## config.mk

```make
export PLATFORM = sky130hd
export DESIGN_NAME = fetch_unit_flat
export DESIGN_NICKNAME = d
export VERILOG_FILES = /design/src/rtl/fetch_unit_if.sv /design/src/rtl/fetch_unit.sv /design/src/flat_wrapper.sv
export SDC_FILE = /design/constraint.sdc
export NUM_CORES = 1
export LEC_CHECK = 0
export CAP_MARGIN = 20
export CORE_MARGIN = 3
export CORE_UTILIZATION = 45
export CTS_CLUSTER_DIAMETER = 200
export CTS_CLUSTER_SIZE = 40
export DETAILED_ROUTE_END_ITERATION = 8
export GPL_TIMING_DRIVEN = 0
export PLACE_DENSITY = 0.74
export SYNTH_ARGS = -nofsm -noshare
export SYNTH_HDL_FRONTEND = slang
export SYNTH_SLANG_ARGS = --single-unit
```

## constraint.sdc

```tcl
create_clock -name clock -period 3.45 [get_ports clock]
set_input_delay 0.345 -clock clock [delete_from_list [all_inputs] [get_ports clock]]
set_output_delay 0.345 -clock clock [all_outputs]
set_load 0.005 [all_outputs]
```

## src/rtl/fetch_unit_if.sv

```systemverilog
// Fetch-stage bus bundle: cache client port plus the decode-facing valid/ready head.
// master is the fetch unit; slave is the cache/decode side.
interface fetch_unit_if;
  logic        cache_address_enable;
  logic [31:0] cache_address;
  logic        cache_data_valid;
  logic [31:0] cache_data;
  logic        out_valid;
  logic        out_ready;
  logic [31:0] out_pc;
  logic [31:0] out_instruction;

  modport master (
    output cache_address_enable, cache_address, out_valid, out_pc, out_instruction,
    input  cache_data_valid, cache_data, out_ready
  );

  modport slave (
    input  cache_address_enable, cache_address, out_valid, out_pc, out_instruction,
    output cache_data_valid, cache_data, out_ready
  );
endinterface

```

## src/rtl/fetch_unit.sv

```systemverilog
// Instruction fetch stage: issues word-aligned cache reads, buffers {pc, instruction}
// in a small FIFO for decode, and absorbs redirects without disturbing an in-flight miss.
module fetch_unit #(
  parameter logic [31:0] RESET_PC = 32'h0000_0000,
  parameter int          DEPTH    = 2
) (
  input  logic         clock,
  input  logic         reset_n,
  fetch_unit_if.master bus,
  input  logic         redirect,
  input  logic [31:0]  redirect_pc
);

  localparam int PW = $clog2(DEPTH);
  localparam int CW = PW + 1;

  typedef enum logic [1:0] {ST_WAIT, ST_REQ, ST_DRAIN} state_t;

  state_t          state_q, state_d;
  logic [31:0]     fetch_pc_q, fetch_pc_d;
  logic [31:0]     pending_pc_q, pending_pc_d;
  logic [CW-1:0]   count_q, count_d;
  logic [PW-1:0]   head_q, head_d;
  logic [PW-1:0]   tail_q, tail_d;
  logic [31:0]     pc_mem_q  [DEPTH];
  logic [31:0]     pc_mem_d  [DEPTH];
  logic [31:0]     ins_mem_q [DEPTH];
  logic [31:0]     ins_mem_d [DEPTH];

  logic [31:0]     redirect_target;
  logic            out_valid_int;
  logic            push;
  logic            pop;
  logic [CW-1:0]   count_after_pop;

  // A redirect cancels both the pop and the push of its own cycle.
  always_comb begin
    redirect_target = redirect_pc & 32'hFFFF_FFFC;
    out_valid_int   = (count_q != '0) && !redirect;
    pop             = out_valid_int && bus.out_ready;
    push            = (state_q == ST_REQ) && bus.cache_data_valid && !redirect;
    count_after_pop = count_q - CW'(pop);
  end

  always_ff @(posedge clock or negedge reset_n) begin
    if (!reset_n) begin
      state_q <= ST_WAIT;
    end else begin
      state_q <= state_d;
    end
  end

  always_comb begin
    state_d = state_q;
    case (state_q)
      ST_WAIT: begin
        if (redirect || (count_after_pop < CW'(DEPTH))) state_d = ST_REQ;
      end
      ST_REQ: begin
        if (redirect) begin
          state_d = bus.cache_data_valid ? ST_REQ : ST_DRAIN;
        end else if (bus.cache_data_valid && ((count_after_pop + CW'(1)) == CW'(DEPTH))) begin
          state_d = ST_WAIT;
        end
      end
      ST_DRAIN: begin
        if (bus.cache_data_valid) state_d = ST_REQ;
      end
      default: state_d = ST_WAIT;
    endcase
  end

  always_comb begin
    bus.cache_address_enable = (state_q == ST_REQ) || (state_q == ST_DRAIN);
  end

  // fetch_pc only moves on data_valid, so the cache sees a stable address through a miss.
  always_comb begin
    fetch_pc_d   = fetch_pc_q;
    pending_pc_d = pending_pc_q;
    case (state_q)
      ST_WAIT: begin
        if (redirect) fetch_pc_d = redirect_target;
      end
      ST_REQ: begin
        if (bus.cache_data_valid) begin
          fetch_pc_d = redirect ? redirect_target : fetch_pc_q + 32'd4;
        end else if (redirect) begin
          pending_pc_d = redirect_target;
        end
      end
      ST_DRAIN: begin
        if (bus.cache_data_valid) begin
          fetch_pc_d = redirect ? redirect_target : pending_pc_q;
        end else if (redirect) begin
          pending_pc_d = redirect_target;
        end
      end
      default: ;
    endcase
  end

  always_comb begin
    pc_mem_d  = pc_mem_q;
    ins_mem_d = ins_mem_q;
    if (push) begin
      pc_mem_d[tail_q]  = fetch_pc_q;
      ins_mem_d[tail_q] = bus.cache_data;
    end
    if (redirect) begin
      count_d = '0;
      head_d  = '0;
      tail_d  = '0;
    end else begin
      count_d = count_after_pop + CW'(push);
      head_d  = head_q + PW'(pop);
      tail_d  = tail_q + PW'(push);
    end
  end

  always_ff @(posedge clock or negedge reset_n) begin
    if (!reset_n) begin
      fetch_pc_q   <= RESET_PC;
      pending_pc_q <= '0;
      count_q      <= '0;
      head_q       <= '0;
      tail_q       <= '0;
      pc_mem_q     <= '{default: '0};
      ins_mem_q    <= '{default: '0};
    end else begin
      fetch_pc_q   <= fetch_pc_d;
      pending_pc_q <= pending_pc_d;
      count_q      <= count_d;
      head_q       <= head_d;
      tail_q       <= tail_d;
      pc_mem_q     <= pc_mem_d;
      ins_mem_q    <= ins_mem_d;
    end
  end

  assign bus.cache_address   = fetch_pc_q;
  assign bus.out_valid       = out_valid_int;
  assign bus.out_pc          = pc_mem_q[head_q];
  assign bus.out_instruction = ins_mem_q[head_q];

endmodule

```

## src/flat_wrapper.sv

```systemverilog
// flat-port wrapper written by rule: the top's interface ports become plain ports
module fetch_unit_flat 
#(
  parameter logic [31:0] RESET_PC = 32'h0000_0000,
  parameter int          DEPTH    = 2
)
  (clock, reset_n, redirect, redirect_pc, bus_cache_address_enable, bus_cache_address, bus_out_valid, bus_out_pc, bus_out_instruction, bus_cache_data_valid, bus_cache_data, bus_out_ready);
  fetch_unit_if bus_i ();
  input  logic clock;
  input  logic reset_n;
  input  logic redirect;
  input  logic [31:0] redirect_pc;
  output wire logic [$bits(bus_i.cache_address_enable)-1:0] bus_cache_address_enable;
  output wire logic [$bits(bus_i.cache_address)-1:0] bus_cache_address;
  output wire logic [$bits(bus_i.out_valid)-1:0] bus_out_valid;
  output wire logic [$bits(bus_i.out_pc)-1:0] bus_out_pc;
  output wire logic [$bits(bus_i.out_instruction)-1:0] bus_out_instruction;
  input wire logic [$bits(bus_i.cache_data_valid)-1:0] bus_cache_data_valid;
  input wire logic [$bits(bus_i.cache_data)-1:0] bus_cache_data;
  input wire logic [$bits(bus_i.out_ready)-1:0] bus_out_ready;
  assign bus_cache_address_enable = bus_i.cache_address_enable;
  assign bus_cache_address = bus_i.cache_address;
  assign bus_out_valid = bus_i.out_valid;
  assign bus_out_pc = bus_i.out_pc;
  assign bus_out_instruction = bus_i.out_instruction;
  assign bus_i.cache_data_valid = bus_cache_data_valid;
  assign bus_i.cache_data = bus_cache_data;
  assign bus_i.out_ready = bus_out_ready;
  fetch_unit #(.RESET_PC(RESET_PC), .DEPTH(DEPTH)) u_core (.clock(clock), .reset_n(reset_n), .bus(bus_i), .redirect(redirect), .redirect_pc(redirect_pc));
endmodule
```

Word-level counts from Yosys, hierarchy flattened. Cells that the tools add are included.

Add/sub/neg operators: 6. Magnitude comparators: 4. Eq/ne operators: 8. Multiplexer cells: 25. Bitwise logic cells: 3. Reduce and logical (&&, ||, !) cells: 16.

Operators with widths (count): 32-bit two-way mux (12); 64-bit bitwise mux (2); 32-bit case mux with 3 select lines (1); 32-bit by 3-bit adder with 32-bit output, second input constant (1); 32-bit demux with 1-bit select (1); 2-bit two-way mux (6); 1-bit logical AND (6); 2-bit != test, second input constant (3); 2-bit case mux with 3 select lines (1); 2-bit equality test, second input constant (2); 2-bit >= comparator, second input constant (2); 1-bit NOT with 2-bit output (2); 4-bit AND reduction (1); 3-bit by 2-bit != test with 1-bit output, second input constant (1); 3-bit AND reduction (1); 3-bit nonzero test (1); 1-bit adder (2); 2-bit by 1-bit adder with 2-bit output (1); 2-bit by 1-bit adder with 2-bit output, second input constant (1); 2-bit by 1-bit equality test with 1-bit output, second input constant (1); 2-bit logical NOT (1); 1-bit logical OR (2); 2-bit by 1-bit < comparator with 1-bit output, second input constant (1); 2-bit < comparator, second input constant (1); other kinds (8) (9).

Register bits after elaboration: 198. Bits of input ports: 69. Output and inout bits: 98. Word-level logic and storage cells: 72.

Longest topological paths before layout.
Depth in word-level cells: 10. Depth in mapped cells: 11. Depth with buffers taken out: 8.

Worst setup path after synthesis. No wires, ideal clock.

Kind: flip-flop to flip-flop. Start point: register u_core.state_q[1]. End point: register u_core.ins_mem_q[0] (netlist name). Setup time: 0.125 ns. Data arrival time: 2.512 ns. Setup slack: 0.813 ns. Cell stages (with the launch flop): 11. Period minus slack after synthesis: 2.637 ns. Cell sequence: dfrtp_1 -> inv_1 -> ha_1 -> clkbuf_1 -> nand2b_1 -> clkbuf_1 -> nor2_1 -> ha_1 -> clkbuf_1 -> clkbuf_1 -> mux2_2.

Longest elaborated chain between the ends: 3.

Ends and longest elaborated chain: start: declaration (line fetch_unit.sv:19) `state_t state_q, state_d;`; start signal: assignment (line fetch_unit.sv:49) `state_q <= state_d;`; 2-bit by 1-bit equality test with 1-bit output (line fetch_unit.sv:41) `push = (state_q == ST_REQ) && bus.cache_data_valid && !redirect;`; 1-bit logical AND (2 in a row) (line fetch_unit.sv:41); end signal: assignment (line fetch_unit.sv:137) `ins_mem_q <= ins_mem_d;`; end: declaration (line fetch_unit.sv:27) `logic [31:0] ins_mem_q [DEPTH];`.

Every way passes these cells. A chain may end at the register's enable or synchronous reset.

Worst setup path in the final report.
Start point: register u_core.state_q[1]. End point: register u_core.pc_mem_q[47] (netlist name).

Longest elaborated chain between the ends: 3.

Ends and longest elaborated chain: 2-bit by 1-bit equality test with 1-bit output (line fetch_unit.sv:41); 1-bit logical AND (2 in a row) (line fetch_unit.sv:41); end signal: assignment (line fetch_unit.sv:136) `pc_mem_q <= pc_mem_d;`; end: declaration (line fetch_unit.sv:25) `logic [31:0] pc_mem_q [DEPTH];`.

Every way passes these cells.

==> impl_metrics.sql <==
INSERT INTO impl_metrics (metric_group, metric, value, unit) VALUES
('cts', 'cts_setup_buffers', '0', ''),
('setup_path', 'critPathMaxStageDelay', '0.45', 'ns'),
('synthesis', 'mappedNetlistArea', '0.00973', 'mm²'),
('global_routing', 'initial_antenna_violation_count', '0', ''),
('cts', 'htree_levels', '4', ''),
('global_routing', 'grt_max_degree', '114', ''),
('setup_path', 'crit_cells', '9', ''),
('layout', 'filler_cell_count', '1794', ''),
('synthesis', 'synth_nets', '887', ''),
('setup_path', 'critical_path.cell_chain', 'inv_1 -> ha_1 -> clkbuf_1 -> nand2b_1 -> clkbuf_1 -> nor2_1 -> ha_2 -> clkbuf_2 -> mux2_2', ''),
('run_status', 'outcome', 'finished, violations left', ''),
('timing', 'setup_viol_count_final', '0', ''),
('die', 'floorplan.io_pins', '167', ''),
('timing', 'part_of_the_cycle_the_worst_path_needs', '92.5', '%'),
('synthesis', 'synth-main-ff-cell', 'sky130_fd_sc_hd__dfrtp_1', ''),
('setup_path', 'crit_start', 'u_core.state_q[1]$_DFFE_PN0P_', ''),
('die', 'floorplan.core_area', '0.0212', 'mm²'),
('setup_path', 'crit_path_top_delay_cell', 'sky130_fd_sc_hd__ha_2', ''),
('setup_path', 'crit_fanout', '10', ''),
('timing', 'maxSlewViolCount', '0', ''),
('timing', 'slew_worst_pin', '1.10', 'ns'),
('cts', 'cts_buffer_depth', '2', ''),
('power', 'power-per-cell-area', '890', 'mW/mm²'),
('drt', 'detail_route.wirelength.met1', '11.8', 'mm'),
('die', 'fp.dieW', '153', 'µm'),
('drt', 'drt-wirelength-per-cell', '20.4', 'µm'),
('layout', 'final_area', '0.0123', 'mm²'),
('placed_design', 'routabilityCongestion', '0.882', ''),
('global_routing', 'first_global_vias', '7399', ''),
('synthesis', 'synth-edff-count', '0', ''),
('synthesis', 'synth.yosys.warnings', '0', ''),
('setup_path', 'reg2reg_from', 'u_core.state_q[1]$_DFFE_PN0P_', ''),
('cts', 'worst_skew_pair.late_latency', '0.43', 'ns'),
('layout', 'layout.core_utilization', '58.3', '%'),
('setup_path', 'critical_path.endpoint_type', 'flop', ''),
('power', 'static-leakage-power', '5.14', 'nW'),
('timing', 'hold_ws', '-0.0477', 'ns'),
('hold_path', 'hp-class', 'in2async', ''),
('synthesis', 'post_synth_num_cell_types', '60', ''),
('global_routing', 'grt_remaining_overflow', '0', ''),
('drt', 'initialDrtViolationCount', '601', ''),
('die', 'die_span_in_y', '153', 'µm'),
('timing', 'slew-limit-headroom', '25.7', '%'),
('global_routing', 'grt_first_pass_wirelength', '41.4', 'mm'),
('cts', 'clkSlewWorstSetupHoldPaths', '0.08', 'ns'),
('setup_path', 'start_kind', 'flop', ''),
('setup_path', 'critical_path_buf_inv_count', '4', ''),
('synthesis', 'synth.yosys.seq_area_share', '50.9', '%'),
('synthesis', 'synth.ff_latch_count', '198', ''),
('setup_path', 'critical-path-top-delay-family', 'buffers and inverters', ''),
('drt', 'postRouteWirelength', '26.1', 'mm'),
('cts', 'cts_tree', 'built', ''),
('layout', 'multi_input_comb_area', '0.00449', 'mm²'),
('setup_path', 'path_common_cell', 'sky130_fd_sc_hd__clkbuf_1', ''),
('setup_path', 'critPathCapture', 'u_core.pc_mem_q[47]$_DFFE_PN0P_', ''),
('run_status', 'failing_checks', 'hold timing', ''),
('setup_path', 'cp.arrival', '3.50', 'ns'),
('drt', 'avgViaCountPerCell', '5.76', ''),
('die', 'initial_utilization', '46.0', '%'),
('layout', 'syn_to_final_growth', '26.7', '%'),
('timing', 'timing.final.hold_violations', '12', ''),
('layout', 'layout.area.seq', '0.00495', 'mm²'),
('placed_design', 'placedInstanceArea', '0.0117', 'mm²'),
('synthesis', 'synth_area_per_cell', '12.0', 'µm²'),
('cts', 'cts-buffers-inserted', '17', ''),
('cts', 'cts_sinks', '198', ''),
('flow_run', 'maxCapViolCount', '0', ''),
('setup_path', 'cp_data_required_time', '3.76', 'ns'),
('timing', 'unrepaired_setup_endpoints_after_global_routing', 'false', ''),
('drt', 'detailed_routing_iterations_pass_1', '7', ''),
('global_routing', 'grt_util_all_layers', '22.1', '%');
## where the power goes
group | internal, mW | leakage, nW | switching, mW
combinational | 2.70 | 2.39 | 2.17
clock | 1.02 | 0.269 | 0.941
sequential | 3.38 | 2.48 | 0.753
## final cells by class
| cell class | instances | share of cell area [%] |
|---|---|---|
| flip-flops and latches | 198 | 40.2 |
| multi-input cells | 538 | 36.4 |
| repair buffers | 165 | 13.6 |
| clock buffers | 18 | 3.48 |
| well taps | 275 | 2.79 |
| plain buffers | 59 | 2.06 |
| clock inverters | 14 | 1.13 |
| inverters | 11 | 0.335 |
## worst min path at each step
stage                                        from  slack, ns                                      end  depth (start not counted)
4_1_cts                                   reset_n       0.01         u_core.ins_mem_q[23]$_DFFE_PN0P_                          1
6_report                                  reset_n      -0.05         u_core.ins_mem_q[23]$_DFFE_PN0P_                          1
5_1_grt                                   reset_n       0.03         u_core.ins_mem_q[58]$_DFFE_PN0P_                          1
2_1_floorplan                             reset_n       0.05  u_core.bus.cache_address[0]$_DFFE_PN0P_                          0
3_5_place_dp   u_core.pending_pc_q[0]$_DFFE_PN0P_       0.47       u_core.pending_pc_q[0]$_DFFE_PN0P_                          1
3_3_place_gp   u_core.pending_pc_q[1]$_DFFE_PN0P_       0.47       u_core.pending_pc_q[1]$_DFFE_PN0P_                          1
## sequential cells by signal (all words and copies together) (netlist names)
| signal | cells |
|---|---|
| u_core.count_q | 2 |
| u_core.tail_q | 1 |
| u_core.state_q | 2 |
| u_core.ins_mem_q | 64 |
| u_core.pc_mem_q | 64 |
| u_core.head_q | 1 |
| u_core.pending_pc_q | 32 |
| u_core.bus.cache_address | 32 |
## placed cells by master (no fill, tap or decap), drive strengths merged, types with 4 or more instances in the layout
| cell type | n |
|---|---|
| nor2 | 46 |
| o21ai | 46 |
| buf | 12 |
| nand4 | 13 |
| clkdlybuf4s50 | 163 |
| a221oi | 5 |
| nand3 | 14 |
| a22oi | 5 |
| clkbuf | 67 |
| nand2 | 30 |
| ha | 9 |
| a22o | 9 |
| a222oi | 4 |
| inv | 18 |
| mux2 | 223 |
| o2bb2ai | 8 |
| o211ai | 4 |
| and2 | 6 |
| nand2b | 4 |
| a21oi | 17 |
| nor4 | 14 |
| a32oi | 4 |
| clkinvlp | 4 |
| nor2b | 7 |
| xnor2 | 7 |
| nor3 | 15 |
| dfrtp | 198 |
| a31oi | 4 |
## per-layer routing
layer	track usage, %	vias to the layer above
li1	-	3331
met1	31.4	3683
met2	34.3	319
met3	4.87	32
met4	6.11	0
met5	0	-
## stage by stage
stage	std cells	setup slack, ns
after floorplan	809	0.813
after global placement	1248	-6.34
after detailed placement	1249	-0.506
after CTS	1279	0.000759
after global routing	1278	0.0534
final	1278	0.260
## kinds of logic after synthesis
| logic type | after synthesis | share of synthesized area (%) |
|---|---|---|
| AOI/OAI and AO/OA | 130 | 9.07 |
| xor gates and xnor gates | 8 | 0.720 |
| adders and majority gates | 9 | 1.16 |
| buffers and inverters | 73 | 3.00 |
| DFF | 198 | 50.9 |
| muxes | 226 | 26.1 |
| and+or+nand+nor | 165 | 9.03 |
## synthesized netlist by cell type (all sizes together), types with 7 or more instances
| library cell | count | area (µm²) |
|---|---|---|
| inv | 11 | 41.3 |
| nand3 | 14 | 70.1 |
| a21oi | 17 | 85.1 |
| nor4 | 14 | 115 |
| nand4 | 13 | 103 |
| buf | 10 | 53.8 |
| nor3 | 15 | 75.1 |
| xnor2 | 7 | 61.3 |
| nor2b | 7 | 43.8 |
| o2bb2ai | 8 | 70.1 |
| dfrtp | 198 | 4950 |
| a22o | 9 | 78.8 |
| nand2 | 30 | 113 |
| ha | 9 | 113 |
| clkbuf | 52 | 196 |
| nor2 | 46 | 175 |
| mux2 | 223 | 2510 |
| o21ai | 46 | 230 |
## what timing repair did
action                     CTS  global route
setup endpoints to repair  120           120
gates resized for setup      3            22
hold buffers                 0             0
Note: power is estimated with default switching activity, not from simulation.
